[config.mk]
export PLATFORM = sky130hd
export DESIGN_NAME = nes_joypad_responder
export DESIGN_NICKNAME = d
export VERILOG_FILES = /design/src/rtl/nes_joypad_responder.sv
export SDC_FILE = /design/constraint.sdc
export NUM_CORES = 1
export LEC_CHECK = 0
export ABC_AREA = 0
export BUFFER_PORTS_ARGS = -buffer_cell sky130_fd_sc_hd__buf_4
export CELL_PAD_IN_SITES_DETAIL_PLACEMENT = 1
export CELL_PAD_IN_SITES_GLOBAL_PLACEMENT = 1
export CORE_ASPECT_RATIO = 0.6
export CORE_MARGIN = 5
export CORE_UTILIZATION = 38
export DETAILED_ROUTE_END_ITERATION = 8
export GPL_TIMING_DRIVEN = 0
export PLACE_DENSITY = 0.74
export SLEW_MARGIN = 20
export SYNTH_ARGS = -nofsm -noshare
export SYNTH_HDL_FRONTEND = slang
export SYNTH_SLANG_ARGS = --single-unit
[constraint.sdc]
create_clock -name clk -period 2 [get_ports clk]
set_clock_uncertainty 0.15 [all_clocks]
set_input_delay 0 -clock clk [delete_from_list [all_inputs] [get_ports clk]]
set_output_delay 0 -clock clk [all_outputs]
set_load 0.05 [all_outputs]
[src/rtl/nes_joypad_responder.sv]
// Pad-side NES controller emulation: CD4021-style latch and shift per port,
// driven by the console's strobe and read-clock pins.
module nes_joypad_responder #(
    parameter int NUM_PORTS    = 2,
    parameter int SYNC_STAGES  = 2,
    parameter int TURBO_PERIOD = 800000
) (
    input  logic                   clk,
    input  logic                   rst,
    input  logic                   ctrl_strobe,
    input  logic [NUM_PORTS-1:0]   ctrl_clk_n,
    input  logic [8*NUM_PORTS-1:0] buttons,
    input  logic [NUM_PORTS-1:0]   turbo_a,
    input  logic [NUM_PORTS-1:0]   turbo_b,
    output logic [NUM_PORTS-1:0]   ctrl_data_n,
    output logic [4*NUM_PORTS-1:0] read_count
);

    localparam int TW = (TURBO_PERIOD > 1) ? $clog2(TURBO_PERIOD) : 1;
    localparam logic [TW-1:0] TURBO_LAST = TW'(TURBO_PERIOD - 1);

    logic [SYNC_STAGES-1:0] strobe_sync;
    logic                   strobe_s;
    logic [TW-1:0]          turbo_cnt;
    logic                   phase;

    always_ff @(posedge clk) begin
        if (rst) begin
            strobe_sync <= '0;
        end else begin
            strobe_sync <= {strobe_sync[SYNC_STAGES-2:0], ctrl_strobe};
        end
    end

    assign strobe_s = strobe_sync[SYNC_STAGES-1];

    // One shared turbo timebase so every port auto-fires in step.
    always_ff @(posedge clk) begin
        if (rst) begin
            turbo_cnt <= '0;
            phase     <= 1'b0;
        end else if (turbo_cnt == TURBO_LAST) begin
            turbo_cnt <= '0;
            phase     <= ~phase;
        end else begin
            turbo_cnt <= turbo_cnt + TW'(1);
        end
    end

    for (genvar p = 0; p < NUM_PORTS; p++) begin : g_port
        logic [SYNC_STAGES-1:0] clkn_sync;
        logic                   clkn_s;
        logic                   clkn_d;
        logic                   rise;
        logic [7:0]             btn;
        logic [7:0]             eff;
        logic [7:0]             sr;
        logic [3:0]             cnt;
        logic                   data_n;

        assign btn    = buttons[8*p +: 8];
        assign eff    = {btn[7:2],
                         btn[1] & (~turbo_b[p] | phase),
                         btn[0] & (~turbo_a[p] | phase)};
        assign clkn_s = clkn_sync[SYNC_STAGES-1];
        assign rise   = clkn_s & ~clkn_d;

        // Strobe has priority: an edge seen while latching is dropped.
        always_ff @(posedge clk) begin
            if (rst) begin
                clkn_sync <= '1;
                clkn_d    <= 1'b1;
                sr        <= '0;
                cnt       <= '0;
                data_n    <= 1'b1;
            end else begin
                clkn_sync <= {clkn_sync[SYNC_STAGES-2:0], ctrl_clk_n[p]};
                clkn_d    <= clkn_s;
                data_n    <= ~sr[0];
                if (strobe_s) begin
                    sr  <= eff;
                    cnt <= '0;
                end else if (rise) begin
                    sr <= {1'b1, sr[7:1]};
                    if (cnt != 4'hF) begin
                        cnt <= cnt + 4'd1;
                    end
                end
            end
        end

        assign ctrl_data_n[p]     = data_n;
        assign read_count[4*p +: 4] = cnt;
    end

endmodule

==> metrics.md, run 1 <==
| Metric | Value |
|---|---|
| Combinational fraction of design power | 9.5% |
| FF-to-FF End | phase |
| Register-to-Register Path Depth | 4 |
| Grt total ovfl | 0 |
| # diodes | 0 |
| Clock share of power | 34.5% |
| Pin count of the biggest net entering global routing | 16 |
| Hold EP | strobe_sync[1] |
| Flop pwr share | 56.0% |
| Final WS setup | -198 ps |
| Violations in the final reports | setup timing |
| Pwr Total | 2040 uW |
| Fin. max-slew vios | 0 |
| TritonRoute pass-1 iters | 4 |
| Switching share of power | 21.3% |
| FF-to-FF setup slack | -200 ps |
| Max frequency | 0.455 GHz |
| Syn Inst Count | 249 |
| Reg clk slew, reported paths | 90 ps |
| Core region area | 0.00606 sq mm |
| Dpl cells | 367 |
| Cell variety after synth | 32 |
| Syn nets | 277 |
| Slew HR | 55.0% |
| Filler-free cell count of the finished design | 402 |
| Min Tclk post-route | 2200 ps |
| Tcrit/Tclk final | 110% |
| Clock insertion delay at the later pin of the skew report | 300 ps |
| Status | complete, but fails checks |
| I/O pins | 35 |
| Initial antenna violation count | 0 |
| Crit Path Category | register to register |
| CTS H-tree lvls | 2 |
| GR Util All Layers | 15.0% |
| Synth Warn # | 0 |
| Die area | 0.00787 sq mm |
| Synthesized area | 0.00234 sq mm |
| VDD IR max | 0.397 mV |
| I/O Buffers | 34 |
| DIE WIDTH | 111 um |
| CTS tree | done |
| Max Cap Viol | 0 |
| Post-DP HPWL | 4150 um |
| Reg2reg start | turbo_cnt[15] |
| Vias in the first global route | 1950 |
| Routed WL | 5700 um |
| Remaining DRCs | 0 |
| Maximum fanout along the worst path | 4 |
| Final Hold Viols | 0 |
| Worst Path Arrival | 2280 ps |
| Detail Route Antenna Nets | 0 |
| Hold WC Path Type | input port to register |
| Psw | 434 uW |
| Pwr/cell area | 653 mW/mm^2 |
| Via Count | 1944 |
| Initial core utilization | 38.6% |
| HP Start | rst |
| 1st-iter DRT viols | 73 |
| Sequential area share after synthesis | 47.1% |
| Nets | 346 |
| Pleak | 0.00117 uW |
| #FFs+latches synth | 55 |
| RSZ-0062 raised after global routing | yes |
| Vias per inst | 4.84 |
| Pre-CTS WS | -412 ps |
| Final setup viols | 19 |
| CTS buffer count | 5 |
| Fraction of layout cells with a size suffix above 1 | 26.7% |
| Fin util | 51.5% |
| Clk buf depth | 2 |
| Hold Path Depth | 3 |
| First-pass GRT wire length | 9700 um |
| GPL Wtd Cong | 0.801 |
| Syn_area_per_cell | 9.39 sq um |
| Req. time, crit path | 2080 ps |
| Root Driver | clkbuf_8 |
| Sink Count | 55 |
| Syn-to-layout area delta | 33.3% |
| Worst-Margin Slew | 675 ps |
| Element type at the critical path start | register |
| Routed wire length per instance | 14.2 um |
| Die height | 70.8 um |
| Std-Cell Rows | 22 |
| P_int | 1600 uW |
| Critical path capture point type | register |
==> worst max-delay path by stage <==
| stage | from | endpoint | slack (ps) | cells after the start |
|---|---|---|---|---|
| floorplan | turbo_cnt[11] | turbo_cnt[4] | -160 | 5 |
| global placement | turbo_cnt[17] | turbo_cnt[4] | -400 | 5 |
| detailed placement | turbo_cnt[10] | turbo_cnt[2] | -410 | 5 |
| CTS | turbo_cnt[16] | turbo_cnt[2] | -230 | 5 |
| global route | turbo_cnt[15] | phase | -240 | 4 |
| finish | turbo_cnt[15] | phase | -200 | 4 |
==> what timing repair did <==
item / CTS / global route
resized for setup: 9 / 12
endpoints found under the hold margin: 19 / 0
hold buffers: 23 / 0
setup endpoints to repair: 19 / 30
buffers inserted: 3 / 2
gates cloned: 0 / 0
pin swaps: 3 / 4
==> power groups by stage <==
stage | sequential [uW] | combinational, uW | clock, uW
after global routing | 1140 | 213 | 785
after global placement | 1160 | 149 | 0
after floorplan | 1160 | 87.3 | 0
final | 1140 | 194 | 701
after CTS | 1140 | 195 | 725
after detailed placement | 1170 | 154 | 0
==> registers in the layout (all words and copies together), names as in the netlist <==
| name | cells |
|---|---|
| g_port.clkn_d | 2 |
| strobe_sync | 2 |
| g_port.cnt | 8 |
| g_port.clkn_sync | 4 |
| turbo_cnt | 20 |
| g_port.sr | 16 |
| g_port.data_n | 2 |
| phase | 1 |
==> cell usage after synthesis, drive strengths merged <==
cell type  count  area, sq um
nor2b         10         62.6
or4            3         26.3
xor2           4         35.0
nor4           5         31.3
nor3          11         55.1
xnor2         14          123
mux2          10          113
or4b           2         20.0
nor2          36          135
and3           3         18.8
nand4          5         31.3
clkbuf         7         26.3
and4b          2         20.0
a21oi          6         30.0
inv            8         30.0
o31ai          2         28.8
or2            7         43.8
nand2          8         30.0
ha             3         37.5
a211oi         8         60.1
and2           2         12.5
dfxtp         55         1100
nand2b         1         6.26
nand3          8         40.0
o21ai          7         35.0
buf            6         37.5
mux2i         13          130
or3            3         18.8
==> area by class of cell <==
type                    count  area, sq um
plain buffers              13         67.6
clock buffers               6         72.6
clock inverters             1         30.0
fillers                   692         2940
inverters                   8         30.0
multi-input cells         173         1180
flip-flops and latches     55         1110
well taps                  84          105
repair buffers             62          527
==> through the flow <==
stage                     setup TNS [ps]  hold WS, ps  cell area, sq um
after global routing               -4350         87.6              3120
after floorplan                    -2000        -46.2              2340
after detailed placement           -6310         44.7              2700
final                              -2900         60.1              3120
after global placement             -6070         42.3              2700
after CTS                          -4010         59.1              3080
==> critical path, stage by stage, from the launching register on <==
cell	delay, ps
dfxtp_2	330
or4b_1	510
or4_4	570
or4_4	440
a21oi_2	130
==> cell families after synthesis <==
| logic type | after synthesis | share of synthesized area (%) |
|---|---|---|
| DFF | 55 | 47.1 |
| AOI/OAI and AO/OA | 23 | 6.58 |
| and+or+nand+nor | 106 | 23.6 |
| buffers and inverters | 21 | 4.01 |
| muxes | 23 | 10.4 |
| xor gates and xnor gates | 18 | 6.74 |
| adders and majority gates | 3 | 1.61 |
==> cells in the final DEF, fill, tap and decap left out, types with 4 or more instances in the layout <==
master and count:
nor2b_1 10, or2_2 7, nor4_1 4, inv_1 8, mux2_2 10, nor3_1 11, dlygate4sd3_1 23, nand2_1 8
nor2_1 32, xnor2_1 14, clkbuf_1 5, nor2_2 4, nand3_1 8, mux2i_1 13, dfxtp_2 5, o21ai_0 7
a211oi_1 8, clkbuf_8 5, buf_4 40, xor2_1 4, nand4_1 5, dfxtp_1 50
==> routing by layer <==
| layer | track usage (%) | vias up | wire length (um) |
|---|---|---|---|
| met2 | 23.4 | 21 | 2510 |
| li1 | - | 988 | - |
| met4 | 3.64 | 0 | 45 |
| met1 | 21.4 | 928 | 2980 |
| met3 | 3.08 | 7 | 158 |
| met5 | 0 | - | 0 |
Note: power is estimated with default switching activity, not from simulation.
==> run 2: changes to the inputs <==
- BUFFER_PORTS_ARGS: -buffer_cell sky130_fd_sc_hd__buf_4 -> -buffer_cell sky130_fd_sc_hd__buf_2
- SETUP_SLACK_MARGIN: unset -> 0.02
==> run 2 against run 1 <==
- flip-flop and latch count did not move
- routed wire length fell by 0.47%
- sequential share of layout area rose by 1.6 points
- combinational power fell by 8%
- critical path type unchanged
- final area fell by 4.6%
- the flow still finishes with violations (setup timing)
- worst hold slack got worse by 8.4 ps
- via count fell by 0.10%
- cell count fell by 0.50%
==> metrics.md, run 2 (synthesis gave the netlist of run 1 again) <==
| Metric | Value |
|---|---|
| Final WS setup | -207 ps (was -198 ps) |
| Clk buf depth | 2 (unchanged) |
| 1st-iter DRT viols | 55 (was 73) |
| Top Registers | turbo_cnt x20, g_port.sr x16, g_port.cnt x8 (unchanged) |
| GR Util All Layers | 15.0% (about the same) |
| TritonRoute pass-1 iters | 4 (unchanged) |
| Register-to-Register Path Depth | 4 (unchanged) |
| Pleak | 0.00113 uW (was 0.00117 uW) |
| Violations in the final reports | setup timing (unchanged) |
| Post-DP HPWL | 3940 um (was 4150 um) |
| Pin count of the biggest net entering global routing | 16 (unchanged) |
| Most frequent cells in the layout | dfxtp_1, nor2_1, buf_2, dlygate4sd3_1, xnor2_1 (was dfxtp_1, buf_4, nor2_1, dlygate4sd3_1, xnor2_1) |
| Initial core utilization | 38.6% (unchanged) |
| Worst setup path start | turbo_cnt[17] (was turbo_cnt[15]) |
| Crit Path Category | register to register (unchanged) |
| Storage cell area | 0.00110 sq mm (was 0.00111 sq mm) |
| Reg clk slew, reported paths | 90 ps (about the same) |
| Initial antenna violation count | 0 (unchanged) |
| Routed WL | 5670 um (was 5700 um) |
| Fill cells | 755 (was 692) |
| Critical path capture point type | register (unchanged) |
| Psw | 440 uW (was 434 uW) |
| Most flops, register | turbo_cnt (unchanged) |
| FF-to-FF setup slack | -210 ps (was -200 ps) |
| Maximum fanout along the worst path | 4 (unchanged) |
| Reg2reg start | turbo_cnt[17] (was turbo_cnt[15]) |
| Routed wire length per instance | 14.2 um (about the same) |
| Hold WS | 51.6 ps (was 60.1 ps) |
| CTS buffer count | 5 (unchanged) |
| Slowest-stage cell, CP | or4_4 (unchanged) |
| Fin. max-slew vios | 0 (unchanged) |
| Nets | 343 (was 346) |
| Core region area | 0.00606 sq mm (unchanged) |
| Hold EP | strobe_sync[0] (was strobe_sync[1]) |
| FF-to-FF End | phase (unchanged) |
| HP Start | rst (unchanged) |
| I/O pins | 35 (unchanged) |
| Hold WC Path Type | input port to register (unchanged) |
| Die height | 70.8 um (unchanged) |
| I/O Buffers | 34 (unchanged) |
| P_int | 1540 uW (was 1600 uW) |
| Dpl cells | 367 (unchanged) |
| Post-DP Area | 0.00262 sq mm (was 0.00270 sq mm) |
| Tcrit/Tclk final | 110% (about the same) |
| Switching share of power | 22.3% (was 21.3%) |
| Req. time, crit path | 2080 ps (about the same) |
| Max FFs per register | 20 (unchanged) |
| RSZ-0062 raised after global routing | yes (unchanged) |
| Clock insertion delay at the later pin of the skew report | 300 ps (about the same) |
| CTS H-tree lvls | 2 (unchanged) |
| Fraction of layout cells with a size suffix above 1 | 23.1% (was 26.7%) |
| Element type at the critical path start | register (unchanged) |
| CP cell instances | or4b_1, or4_4, or4_1, a21oi_2 (was or4b_1, or4_4, or4_4, a21oi_2) |
| Grt total ovfl | 0 (unchanged) |
| Max Cap Viol | 0 (unchanged) |
| Fin area | 0.00297 sq mm (was 0.00312 sq mm) |
| CP peak stage delay | 570 ps (about the same) |
| Max frequency | 0.453 GHz (was 0.455 GHz) |
| GPL Wtd Cong | 0.741 (was 0.801) |
| Min Tclk post-route | 2210 ps (was 2200 ps) |
| Die area | 0.00787 sq mm (unchanged) |
| Pwr/cell area | 665 mW/mm^2 (was 653 mW/mm^2) |
| Clock share of power | 33.3% (was 34.5%) |
| Remaining DRCs | 0 (unchanged) |
| DIE WIDTH | 111 um (unchanged) |
| Worst Path Arrival | 2290 ps (was 2280 ps) |
| CTS tree | done (unchanged) |
| Std-Cell Rows | 22 (unchanged) |
| Root Driver | clkbuf_8 (unchanged) |
| Most common library cell in the layout ignoring fill and taps | dfxtp_1 (unchanged) |
| Area of the multi-input gates | 0.00115 sq mm (was 0.00118 sq mm) |
| Final Hold Viols | 0 (unchanged) |
| Detail Route Antenna Nets | 0 (unchanged) |
| # diodes | 0 (unchanged) |
| Vias per inst | 4.86 (was 4.84) |
| Slew HR | 55.9% (was 55.0%) |
| Syn-to-layout area delta | 27.2% (was 33.3%) |
| First-pass GRT wire length | 9780 um (was 9700 um) |
| Vias in the first global route | 1979 (was 1950) |
| Worst-Margin Slew | 662 ps (was 675 ps) |
| Combinational fraction of design power | 9.0% (was 9.5%) |
| Via Count | 1942 (was 1944) |
| Hold Path Depth | 3 (unchanged) |
| Flop pwr share | 57.7% (was 56.0%) |
| Final setup viols | 19 (unchanged) |
| Sink Count | 55 (unchanged) |
| Status | complete, but fails checks (unchanged) |
| VDD IR max | 0.370 mV (was 0.397 mV) |
| Filler-free cell count of the finished design | 400 (was 402) |
| Setup tns final | -3400 ps (was -2900 ps) |
==> run 2: cell count changes in the layout (fill, tap and decap cells not counted), moves of 4 or more <==
cell	before	now
buf_2	0	34
nor2_2	4	0
buf_4	40	4
nor2_1	32	36
==> run 2: worst max-delay path by stage <==
| stage | end | slack (ps) | depth (start not counted) |
|---|---|---|---|
| CTS | turbo_cnt[17] | -250 | 5 |
| detailed placement | turbo_cnt[8] | -370 | 5 |
| floorplan | turbo_cnt[4] | -160 | 5 |
| global placement | turbo_cnt[4] | -400 | 5 |
| global route | turbo_cnt[17] | -280 | 5 |
| finish | phase | -210 | 4 |
==> run 2: per-stage QoR <==
stage          util [%]  total power (uW)  setup WS [ps]
3_3_place_gp       43.2              1300           -396
5_1_grt            49.1              2080           -278
4_1_cts            48.9              2000           -254
2_1_floorplan         -              1250           -165
3_5_place_dp       43.2              1300           -373
6_report           49.1              1980           -207
==> run 2: layer usage <==
metal | global-route usage [%] | wire length (um) | share of wire [%] | vias up
li1 | - | - | - | 987
met1 | 21.3 | 2990 | 53 | 934
met2 | 23.7 | 2500 | 44 | 19
met3 | 3.59 | 156 | 2.8 | 2
met4 | 2.56 | 27 | 0.48 | 0
met5 | 0 | 0 | 0 | -
==> run 2: worst max-delay path, delay by kind of cell, from the launching register on <==
| kind | cells | cell delay (ps) |
|---|---|---|
| AO/OA/AOI/OAI | 1 | 130 |
| flip-flops | 1 | 350 |
| AND/OR/NAND/NOR | 3 | 1520 |
==> run 2: cell type report <==
class | count | area share [%]
Tap cell | 84 | 3.53
Multi-Input combinational cell | 173 | 38.7
Inverter | 8 | 1.01
Sequential cell | 55 | 37.1
Clock buffer | 8 | 3.37
Buffer | 13 | 2.27
Timing Repair Buffer | 59 | 14.0
==> run 2: what timing repair did <==
action                                  4_1_cts  5_1_grt
hold buffers                                 23        0
hold endpoints to repair                     19        0
setup buffers                                 2        0
pin swaps                                     1        1
endpoints found under the setup margin       20       29
gates resized for setup                       2        8
==> run 2: power groups by stage <==
stage          Combinational, uW  Sequential [uW]  Clock (uW)
2_1_floorplan               87.3             1160           0
6_report                     178             1140         658
3_3_place_gp                 135             1160           0
5_1_grt                      197             1140         737
4_1_cts                      176             1140         685
3_5_place_dp                 138             1170           0
